### src/rtl/irq_ctrl.sv
// Interrupt controller for the single-cycle MIPS core: edge-latched requests, fixed priority,
// PC redirect into a handler vector on entry and back to the saved EPC on RES.
//
// state    | meaning
// ---------+-------------------------------------------------------------
// S_IDLE   | no handler running; waits for eligible request at a boundary
// S_ENTER  | one cycle: redirect PC to the handler vector of irq_id
// S_SERVICE| handler running; new requests only accumulate in pending
// S_EXIT   | one cycle: redirect PC back to epc
module irq_ctrl #(
   parameter int          NUM_IRQ    = 4,
   parameter logic [31:0] VEC_BASE   = 32'h0000_0100,
   parameter logic [31:0] VEC_STRIDE = 32'h0000_0010
) (
   input  logic               clk,
   input  logic               rst_n,
   input  logic [NUM_IRQ-1:0] irq_req,
   input  logic               we_mask,
   input  logic [NUM_IRQ-1:0] mask_wd,
   input  logic               instr_boundary,
   input  logic [31:0]        pc_next,
   input  logic               irq_resume,
   output logic               pc_redirect,
   output logic [31:0]        redirect_addr,
   output logic               in_service,
   output logic [2:0]         irq_id,
   output logic [31:0]        epc,
   output logic [NUM_IRQ-1:0] pending,
   output logic [NUM_IRQ-1:0] mask
);

   typedef enum logic [1:0] {
      S_IDLE    = 2'd0,
      S_ENTER   = 2'd1,
      S_SERVICE = 2'd2,
      S_EXIT    = 2'd3
   } state_t;

   state_t             state;
   logic [NUM_IRQ-1:0] req_q;
   logic               armed;
   logic [NUM_IRQ-1:0] rise;
   logic [NUM_IRQ-1:0] eligible;
   logic [NUM_IRQ-1:0] clr_vec;
   logic [2:0]         winner;
   logic               take;
   logic [31:0]        vec_addr;

   // The first cycle after reset only samples the lines, so a level already
   // high when reset releases is not mistaken for a fresh request.
   assign rise     = armed ? (irq_req & ~req_q) : '0;
   assign eligible = pending & ~mask;
   assign take     = (state == S_IDLE) && (|eligible) && instr_boundary;
   assign vec_addr = VEC_BASE + VEC_STRIDE * {29'd0, winner};

   always_comb begin
      winner = 3'd0;
      for (int i = NUM_IRQ - 1; i >= 0; i--) begin
         if (eligible[i]) winner = 3'(i);
      end
   end

   always_comb begin
      clr_vec = '0;
      for (int i = 0; i < NUM_IRQ; i++) begin
         clr_vec[i] = take && (winner == 3'(i));
      end
   end

   always_ff @(posedge clk or negedge rst_n) begin
      if (!rst_n) begin
         req_q   <= '0;
         armed   <= 1'b0;
         pending <= '0;
         mask    <= '1;
      end else begin
         req_q   <= irq_req;
         armed   <= 1'b1;
         // a rise on the line being taken wins over its clear
         pending <= (pending & ~clr_vec) | rise;
         if (we_mask) mask <= mask_wd;
      end
   end

   always_ff @(posedge clk or negedge rst_n) begin
      if (!rst_n) begin
         state         <= S_IDLE;
         epc           <= 32'd0;
         irq_id        <= 3'd0;
         pc_redirect   <= 1'b0;
         redirect_addr <= 32'd0;
         in_service    <= 1'b0;
      end else begin
         case (state)
            S_IDLE: begin
               if (take) begin
                  state         <= S_ENTER;
                  epc           <= pc_next;
                  irq_id        <= winner;
                  pc_redirect   <= 1'b1;
                  redirect_addr <= vec_addr;
                  in_service    <= 1'b1;
               end
            end
            S_ENTER: begin
               state         <= S_SERVICE;
               pc_redirect   <= 1'b0;
               redirect_addr <= 32'd0;
            end
            S_SERVICE: begin
               if (irq_resume && instr_boundary) begin
                  state         <= S_EXIT;
                  pc_redirect   <= 1'b1;
                  redirect_addr <= epc;
               end
            end
            S_EXIT: begin
               state         <= S_IDLE;
               pc_redirect   <= 1'b0;
               redirect_addr <= 32'd0;
               in_service    <= 1'b0;
            end
            default: begin
               state         <= S_IDLE;
               pc_redirect   <= 1'b0;
               redirect_addr <= 32'd0;
               in_service    <= 1'b0;
            end
         endcase
      end
   end

endmodule

### config.mk
export PLATFORM = sky130hd
export DESIGN_NAME = irq_ctrl
export DESIGN_NICKNAME = d
export VERILOG_FILES = /design/src/rtl/irq_ctrl.sv
export SDC_FILE = /design/constraint.sdc
export NUM_CORES = 1
export LEC_CHECK = 0
export ABC_AREA = 1
export BUFFER_PORTS_ARGS = -buffer_cell sky130_fd_sc_hd__buf_2
export CAP_MARGIN = 30
export CELL_PAD_IN_SITES_DETAIL_PLACEMENT = 0
export CELL_PAD_IN_SITES_GLOBAL_PLACEMENT = 1
export CORE_MARGIN = 5
export CORE_UTILIZATION = 39
export CTS_BUF_LIST = sky130_fd_sc_hd__clkbuf_16
export DETAILED_ROUTE_END_ITERATION = 10
export GPL_TIMING_DRIVEN = 0
export PLACE_DENSITY_LB_ADDON = 0.2
export SLEW_MARGIN = 20
export SYNTH_ARGS = -nofsm -noshare
export SYNTH_HDL_FRONTEND = slang
export SYNTH_SLANG_ARGS = --single-unit
### constraint.sdc
create_clock -name clk -period 2.95 [get_ports clk]
set_clock_uncertainty 0.2 [all_clocks]
set_input_delay 0.295 -clock clk [delete_from_list [all_inputs] [get_ports clk]]
set_output_delay 0.295 -clock clk [all_outputs]
set_load 0.005 [all_outputs]
==> flow_summary.json <==
{
  "critPathMaxFanout": 10,
  "intPower_mw": 3.26,
  "htree_num_levels": 3,
  "final_core_util_pct": 56.2,
  "reg2regPathDepth": 9,
  "ioPinCount": 122,
  "path_class": "register to register",
  "grt_max_degree": 51,
  "grt_pass1_vias": 3263,
  "crit_arrival_ns": 2.23,
  "wire_per_inst_um": 13.1,
  "grt_pass1_wl_mm": 16.0,
  "reg2reg_to": "epc[11]",
  "synth-warning-count": 0,
  "num_rows": 35,
  "slowest_stage": "dfrtp_1",
  "path_delay_family": "buffers and inverters",
  "synthArstFlopShare_pct": 100,
  "crit_chain": "inv_1 > ha_1 > nand2_1 > inv_1 > o21ai_4 > inv_2 > clkbuf_1 > nand2_1 > nand2_1",
  "grt_overflow": 0,
  "min_period_over_period_pct": 72.8,
  "grt_setup_unrepaired": "no",
  "antenna_found_initial": 0,
  "core_sq_um": 9110,
  "ir_worst_vdd_uv": 402,
  "slew_viol_final": 0,
  "clockRootBuffer": "clkbuf_16",
  "timing.setup.tns_ns": 0,
  "path_buf_inv": 4,
  "port_buffers": 120,
  "status": "finished, final reports clean",
  "powerDensity_nw_per_um2": 1020,
  "crit_path_start_kind": "register",
  "syn2layout_area_growth_pct": 41.9,
  "yosys.area_share.simple_pct": 30.5,
  "vias": 3294,
  "setup_ws_ns": 0.803,
  "synthTopCellsByArea": "dfrtp_1 55%, nand2_1 23%, nand3_1 5.4%",
  "cts_buffer_depth": 2,
  "postCtsSetupBuffers": 0,
  "cts_tree": "yes",
  "grt_usage_pct": 17.7,
  "synth_area_per_cell_sq_um": 8.18,
  "postLayoutCellArea_sq_um": 5120,
  "yosys-top-cells-count": "223 x nand2_1, 79 x dfrtp_1, 41 x inv_1",
  "drt_iter0_drc": 69,
  "synth-edff-count": 0,
  "cts_buffers": 9,
  "r2r_setup_slack_ns": 0.80,
  "synth_ff_type": "dfrtp_1",
  "setup_viol_count_final": 0,
  "critPathCaptureType": "register",
  "finalHoldViolCount": 0,
  "whs_path_depth": 2,
  "pre_cts_slack_ns": 0.747,
  "timing.fmax_ghz": 0.466,
  "nets": 664,
  "required_ns": 3.03,
  "antenna_cells": 0,
  "clkTransAtPathRegs_ns": 0.06,
  "netlist_area_sq_um": 3610,
  "worstMarginPinSlew_ns": 0.501,
  "pwr-share-clk_pct": 24.3,
  "drt-pass1-iter-count": 5,
  "comb_power_share_pct": 38.7,
  "synth_cell_types": 20,
  "synth_cells": 441,
  "p_seq_share_pct": 37.0,
  "clock_latency_ns": 0.34,
  "slew_headroom_pct": 66.6,
  "drtAntennaViolNets": 0,
  "max_stage_delay_ns": 0.41,
  "hold_start": "we_mask",
  "layout-drive-gt1-share_pct": 25.1,
  "synthXorXnorAreaFrac_pct": 0,
  "fin_crit_ns": 2.15,
  "wl_mm": 9.53,
  "yosysMostFrequentCell": "nand2_1",
  "fin_cells": 729,
  "dp_hpwl_mm": 6.61,
  "leakage_nw": 3.10,
  "synth_top_area_share_pct": 54.8,
  "gp_congestion": 0.714,
  "synth_seq_cells": 83,
  "ys_seq_area_share_pct": 57.7,
  "start_util_pct": 39.6,
  "cap_viol_max_count": 0,
  "min_to": "mask[1]",
  "switching_share_pct": 37.4,
  "p_switching_mw": 1.95,
  "min_path_type": "input port to register",
  "die_y_um": 106,
  "synthAdderAreaFrac_pct": 1.73,
  "place_area_sq_um": 4380,
  "synth_compound_area_share_pct": 2.32,
  "numClockSinks": 83,
  "synth_nets": 491,
  "synthMuxAreaShare_pct": 0,
  "path_common_cell": "nand2_1",
  "dp.cells": 673,
  "synth_top_family_by_area": "simple AND/OR/NAND/NOR gates",
  "dieArea_sq_um": 11300,
  "viasPerCell": 4.52,
  "drc": 0,
  "chipWidth_um": 106,
  "yosysTopAreaCell": "dfrtp_1",
  "timing.rr.start": "state[0]"
}
-- worst max path at each step --
stage	start	depth (start not counted)	end	slack, ns
3_3_place_gp	rst_n	1	epc[17]	0.68
4_1_cts	state[0]	9	epc[11]	0.73
2_1_floorplan	mask[1]	8	state[1]	1.21
3_5_place_dp	state[0]	9	epc[11]	0.75
6_report	state[0]	9	epc[11]	0.80
5_1_grt	state[0]	7	redirect_addr[18]	0.56
-- power groups by stage --
| stage | Combinational [mW] | Sequential (mW) | Clock, mW |
|---|---|---|---|
| floorplan | 1.11 | 1.95 | 0 |
| global placement | 1.97 | 1.94 | 0 |
| detailed placement | 2.01 | 1.95 | 0 |
| CTS | 2.06 | 1.93 | 1.29 |
| global route | 2.30 | 2.00 | 1.33 |
| finish | 2.01 | 1.93 | 1.27 |
-- flip-flops by register name, summed over array words and instances, names as in the netlist --
register	count
pc_redirect	1
state	2
armed	1
mask	4
redirect_addr	32
req_q	4
epc	32
irq_id	2
in_service	1
pending	4
-- layout make-up --
| type | instances | area (sq um) |
|---|---|---|
| multi-input cells | 295 | 1250 |
| well taps | 111 | 139 |
| flip-flops and latches | 83 | 2080 |
| clock inverters | 6 | 106 |
| repair buffers | 162 | 1040 |
| plain buffers | 20 | 109 |
| clock buffers | 9 | 225 |
| fillers | 874 | 3990 |
| inverters | 43 | 161 |
-- per-layer routing --
layer	up-vias	track usage, %	part of all wire, %
met5	-	0	0
met3	14	2.85	4.2
met2	71	29.8	48
met1	1523	23.2	47
li1	1686	-	-
met4	0	6.11	1.4
-- cells in the final DEF, fill, tap and decap left out, drive strengths merged --
| cell type | count |
|---|---|
| bufinv | 3 |
| conb | 2 |
| clkbuf | 19 |
| nand4 | 1 |
| dfstp | 4 |
| dfrtp | 79 |
| ha | 5 |
| a21oi | 1 |
| dlygate4sd3 | 41 |
| inv | 44 |
| clkinv | 2 |
| nand2 | 227 |
| buf | 131 |
| o21ai | 12 |
| a21boi | 1 |
| nor2 | 7 |
| nand3 | 39 |
-- kinds of logic (layout without fill, tap and decap cells) --
logic type / after synthesis / in the layout
simple gates: 274 / 274
flops: 83 / 83
buf+inv: 63 / 240
compound gates: 14 / 14
fa+ha+maj: 5 / 5
other cells: 2 / 2
-- stage by stage --
step,total power [mW],hold slack (ns)
detailed placement,3.95,0.0766
floorplan,3.06,-0.201
CTS,5.28,0.0147
global placement,3.91,0.217
finish,5.20,0.0213
global route,5.63,0.0383
-- repair_timing --
item | CTS | global route
hold endpoints to repair | 75 | 0
hold buffers | 41 | 0
resized for setup | 0 | 0
(Power assumes the default switching activity.)
